==> config.mk <==
export PLATFORM = sky130hd
export DESIGN_NAME = ddr2_pipe_sequencer
export DESIGN_NICKNAME = d
export VERILOG_FILES = /design/src/rtl/ddr2_pipe_sequencer.sv
export SDC_FILE = /design/constraint.sdc
export NUM_CORES = 1
export LEC_CHECK = 0
export ABC_AREA = 1
export BUFFER_PORTS_ARGS = -buffer_cell sky130_fd_sc_hd__clkbuf_2
export CAP_MARGIN = 20
export CORE_AREA = 2 2 116 118
export CTS_CLUSTER_DIAMETER = 30
export DETAILED_ROUTE_END_ITERATION = 12
export DIE_AREA = 0 0 118 120
export PLACE_DENSITY = 0.92
export SETUP_SLACK_MARGIN = 0.1
export SYNTH_ARGS = -nofsm -noshare
export SYNTH_HDL_FRONTEND = slang
export SYNTH_SLANG_ARGS = --single-unit
==> constraint.sdc <==
create_clock -name c3_clk0 -period 12.8 [get_ports c3_clk0]
set_input_delay 2.56 -clock c3_clk0 [delete_from_list [all_inputs] [get_ports c3_clk0]]
set_output_delay 2.56 -clock c3_clk0 [all_outputs]
set_load 0.05 [all_outputs]
==> src/rtl/ddr2_pipe_sequencer.sv <==
// Moves FrontPanel pipe data to and from MIG port 0 of the DDR2 controller.
// Write bursts drain the pipe-in FIFO and read bursts refill the pipe-out FIFO, both over a wrapping window.
module ddr2_pipe_sequencer #(
    parameter int          BURST_LEN = 32,
    parameter logic [29:0] ADDR_MIN  = 30'h0000_0000,
    parameter logic [29:0] ADDR_MAX  = 30'h0000_03FF,
    parameter int          OB_DEPTH  = 512
) (
    input  logic        c3_clk0,
    input  logic        c3_rst0,
    input  logic        calib_done,
    input  logic        write_mode,
    input  logic        read_mode,
    input  logic        fifo_reset,
    input  logic [9:0]  ib_count,
    input  logic [31:0] ib_data,
    output logic        ib_re,
    input  logic [9:0]  ob_count,
    output logic        ob_we,
    output logic [31:0] ob_data,
    output logic        p0_cmd_en,
    output logic [2:0]  p0_cmd_instr,
    output logic [5:0]  p0_cmd_bl,
    output logic [29:0] p0_cmd_byte_addr,
    input  logic        p0_cmd_full,
    output logic        p0_wr_en,
    output logic [31:0] p0_wr_data,
    input  logic        p0_wr_full,
    output logic        p0_rd_en,
    input  logic [31:0] p0_rd_data,
    input  logic        p0_rd_empty
);

    localparam logic [30:0] BURST_BYTES = 31'(BURST_LEN * 4);
    localparam logic [6:0]  LAST_WORD   = 7'(BURST_LEN - 1);
    localparam logic [9:0]  IB_NEEDED   = 10'(BURST_LEN);
    localparam logic [9:0]  OB_LIMIT    = 10'(OB_DEPTH - BURST_LEN);
    localparam logic [2:0]  INSTR_WR    = 3'b000;
    localparam logic [2:0]  INSTR_RD    = 3'b001;

    typedef enum logic [2:0] {
        IDLE,
        WR_FILL,
        WR_CMD,
        RD_CMD,
        RD_DRAIN
    } state_t;

    state_t      state;
    logic [29:0] wr_addr;
    logic [29:0] rd_addr;
    logic [6:0]  word_cnt;
    logic        start_wr;
    logic        start_rd;

    // Advance one burst and wrap back to the window base once past the top.
    function automatic logic [29:0] next_addr(input logic [29:0] addr);
        logic [30:0] sum;
        sum = {1'b0, addr} + BURST_BYTES;
        return (sum > {1'b0, ADDR_MAX}) ? ADDR_MIN : sum[29:0];
    endfunction

    assign start_wr = calib_done && write_mode && (ib_count >= IB_NEEDED);
    assign start_rd = calib_done && read_mode && (ob_count <= OB_LIMIT);

    // Both FIFO heads are first-word-fall-through, so the pops are qualified
    // by this cycle's full/empty flags and only ever asserted inside a burst.
    assign ib_re    = (state == WR_FILL) && !p0_wr_full;
    assign p0_rd_en = (state == RD_DRAIN) && !p0_rd_empty;

    // NOTE: every register below uses <= so all of them sample the same pre-edge values.
    always_ff @(posedge c3_clk0 or posedge c3_rst0) begin
        if (c3_rst0) begin
            state            <= IDLE;
            wr_addr          <= ADDR_MIN;
            rd_addr          <= ADDR_MIN;
            word_cnt         <= '0;
            p0_wr_en         <= 1'b0;
            p0_wr_data       <= '0;
            ob_we            <= 1'b0;
            ob_data          <= '0;
            p0_cmd_en        <= 1'b0;
            p0_cmd_instr     <= '0;
            p0_cmd_bl        <= '0;
            p0_cmd_byte_addr <= '0;
        end else begin
            p0_wr_en  <= ib_re;
            ob_we     <= p0_rd_en;
            p0_cmd_en <= 1'b0;
            if (ib_re)
                p0_wr_data <= ib_data;
            if (p0_rd_en)
                ob_data <= p0_rd_data;

            case (state)
                IDLE: begin
                    word_cnt <= '0;
                    if (fifo_reset) begin
                        wr_addr <= ADDR_MIN;
                        rd_addr <= ADDR_MIN;
                    end else if (start_wr) begin
                        state <= WR_FILL;
                    end else if (start_rd) begin
                        state <= RD_CMD;
                    end
                end

                WR_FILL: begin
                    if (ib_re) begin
                        if (word_cnt == LAST_WORD) begin
                            word_cnt <= '0;
                            state    <= WR_CMD;
                        end else begin
                            word_cnt <= word_cnt + 7'd1;
                        end
                    end
                end

                // The last data word is pushed in the first WR_CMD cycle, so the
                // registered strobe always trails it by at least one cycle.
                WR_CMD: begin
                    if (!p0_cmd_full) begin
                        p0_cmd_en        <= 1'b1;
                        p0_cmd_instr     <= INSTR_WR;
                        p0_cmd_bl        <= 6'(BURST_LEN - 1);
                        p0_cmd_byte_addr <= wr_addr;
                        wr_addr          <= next_addr(wr_addr);
                        state            <= IDLE;
                    end
                end

                RD_CMD: begin
                    if (!p0_cmd_full) begin
                        p0_cmd_en        <= 1'b1;
                        p0_cmd_instr     <= INSTR_RD;
                        p0_cmd_bl        <= 6'(BURST_LEN - 1);
                        p0_cmd_byte_addr <= rd_addr;
                        rd_addr          <= next_addr(rd_addr);
                        word_cnt         <= '0;
                        state            <= RD_DRAIN;
                    end
                end

                RD_DRAIN: begin
                    if (p0_rd_en) begin
                        if (word_cnt == LAST_WORD) begin
                            word_cnt <= '0;
                            state    <= IDLE;
                        end else begin
                            word_cnt <= word_cnt + 7'd1;
                        end
                    end
                end

                default: state <= IDLE;
            endcase
        end
    end

endmodule

==> results.json <==
{
  "clk_pin_slew_ps": 60,
  "hold_viol": 0,
  "cts_tree": "yes",
  "grt_setup_unrepaired": "no",
  "synth_area_sq_mm": 0.00720,
  "hpwl_um": 13300,
  "layout-drive-gt1-share_pct": 30.0,
  "status": "completed",
  "min_from": "ob_data[10]",
  "worstPathMaxFanout": 34,
  "drc_errors": 0,
  "rrSetupSlack_ps": 9840,
  "cp.required_ps": 10240,
  "fillers": 937,
  "grt.total_usage_pct": 27.6,
  "ys_ff_latch": 148,
  "fp.dieArea_sq_mm": 0.0142,
  "setup_viol": 0,
  "fin_crit_ps": 6430,
  "whs_path_depth": 1,
  "cts_max_path_buffers": 2,
  "grt_overflow": 0,
  "postSynthCellCount": 809,
  "first_global_vias": 6163,
  "slew_viol_final": 0,
  "worst_skew_pair.late_latency_ps": 430,
  "postCtsHoldBufs": 0,
  "startpoint_type": "input port",
  "maxCapViolCount": 0,
  "hold-path-endpoint": "ob_data[10]",
  "fin_hold_ws_ps": 489,
  "cellLeakagePower_nw": 4.33,
  "r2r_start": "state[2]",
  "drtPass1Iterations": 6,
  "layout_common_cells": "185 x clkbuf_2, 166 x nand2_1, 148 x dfrtp_1",
  "synthToLayoutAreaGrowth_pct": 23.2,
  "synth_area_per_cell_sq_um": 8.90,
  "initial_utilization_pct": 55.5,
  "tightest_slew_ps": 974,
  "layout_commonest_cell": "clkbuf_2",
  "htreeDepth": 4,
  "n_antenna_cell": 0,
  "fp-row-count": 42,
  "end_kind": "output pin",
  "period_share_pct": 50.3,
  "grt_max_degree": 89,
  "multi_input_area_sq_mm": 0.00304,
  "vias_per_cell": 5.46,
  "detail-route-antenna-nets": 0,
  "reg2reg_to": "wr_addr[9]",
  "io_pins": 201,
  "hold_path.class": "register to register",
  "worstPathArrival_ps": 3870,
  "final.setup.tns_ps": 0,
  "cts_resized": 0,
  "fp.coreArea_sq_mm": 0.0130,
  "yosysUniqueCellTypes": 35,
  "cts_inserted_buffers": 17,
  "antenna_found_initial": 0,
  "final_nets": 1090,
  "max_freq_mhz": 155,
  "regArea_sq_mm": 0.00370,
  "drt_wl_total_um": 19100,
  "die_h_um": 120,
  "power_density_mw_per_mm2": 258,
  "cts_sinks": 148,
  "ys_seq_area_share_pct": 51.5,
  "drt-initial-drc-count": 520,
  "die_w_um": 118,
  "reg2regPathDepth": 10,
  "fin_skew_ps": 9.54,
  "relSlewSlack_pct": 34.9,
  "critPathKind": "input port to output pin",
  "ys.warnings.count": 0,
  "crit_path_start": "p0_wr_full",
  "cts_setup_buffers": 0,
  "vias": 6444,
  "gp_congestion": 0.879,
  "port-buffer-count": 185,
  "cts-root-buf": "clkbuf_16",
  "wire_per_inst_um": 16.2,
  "grt_pass1_wl_um": 30600,
  "irDropWorstVdd_uv": 212
}
## flip-flops by register name, indices dropped and copies added (netlist names)
register / cells
p0_cmd_bl: 1
wr_addr: 23
p0_wr_data: 32
ob_data: 32
word_cnt: 7
p0_cmd_instr: 1
p0_wr_en: 1
ob_we: 1
p0_cmd_byte_addr: 23
p0_cmd_en: 1
rd_addr: 23
state: 3
## metal layers
metal | GRT usage [%] | vias to the layer above | share of wire, %
met5 | 0 | - | 0
met2 | 47.4 | 284 | 51
met3 | 5.99 | 48 | 6.4
li1 | - | 2946 | -
met4 | 12.4 | 0 | 3.3
met1 | 33.6 | 3166 | 39
## cell usage after synthesis
library cell / number / area, sq um
nand3_2: 3 / 30.0
xor2_1: 15 / 131
mux2_1: 24 / 270
dfrtp_1: 148 / 3700
a31oi_1: 1 / 6.26
nor2_4: 6 / 67.6
nand4_1: 13 / 81.3
mux2_2: 40 / 450
a211oi_1: 1 / 7.51
o21ai_0: 34 / 170
buf_1: 2 / 7.51
nor2_2: 10 / 62.6
nor3_2: 1 / 10.0
inv_2: 9 / 33.8
xnor2_1: 1 / 8.76
a21oi_1: 6 / 30.0
o21ai_1: 25 / 125
nor2_1: 131 / 492
a21oi_2: 1 / 8.76
nor3_1: 8 / 40.0
clkinv_1: 1 / 3.75
nand2_2: 7 / 43.8
buf_2: 7 / 35.0
conb_1: 1 / 3.75
nor3b_1: 3 / 22.5
ha_1: 5 / 62.6
clkbuf_1: 6 / 22.5
or2_2: 3 / 18.8
nand3_1: 42 / 210
nand2_1: 166 / 623
o31ai_1: 1 / 7.51
nand2_4: 1 / 11.3
buf_4: 18 / 135
and2_1: 1 / 6.26
inv_1: 68 / 255
## kinds of logic (layout without fill, tap and decap cells)
kind of cell | after synthesis | count (layout) | synth area share (%)
compound gates | 69 | 69 | 4.94
mux | 64 | 64 | 10.0
buf+inv | 111 | 298 | 6.85
fa+ha+maj | 5 | 5 | 0.869
other cells | 1 | 10 | 0.0521
flops | 148 | 148 | 51.5
simple gates | 395 | 395 | 23.9
xor+xnor | 16 | 16 | 1.95
## report_power, final
group / internal (mW) / total, mW / switching [mW]
combinational: 0.235 / 1.02 / 0.781
sequential: 0.621 / 0.731 / 0.109
clock: 0.341 / 0.544 / 0.204
## metrics by stage
stage          worst slack [ps]  cell area, sq um  util [%]  power, mW  std cells
4_1_cts                    6370              8850      68.2       2.29       1180
3_5_place_dp               6370              8200      63.2       1.74       1148
6_report                   6370              8870      68.3       2.29       1181
5_1_grt                    6280              8870      68.3       2.39       1181
3_3_place_gp               6390              8200      63.2       1.71       1148
2_1_floorplan              6260              7230         -       1.49        818
## cell type report
class	count	share of cell area, %
flip-flops and latches	148	41.8
clock buffers	20	5.15
inverters	78	3.36
well taps	176	2.48
repair buffers	188	10.8
clock inverters	12	2.14
multi-input cells	559	34.3
## worst max-delay path by stage
| stage | endpoint | depth (start not counted) |
|---|---|---|
| floorplan | ob_data[0] | 1 |
| global placement | ib_re | 3 |
| detailed placement | ib_re | 3 |
| CTS | ib_re | 3 |
| global route | ib_re | 3 |
| finish | ib_re | 3 |
## worst max-delay path: stages
cell and delay [ps]:
clkbuf_2 120, nor2_4 750, clkbuf_2 420
Power figures use the tool's default switching activity.
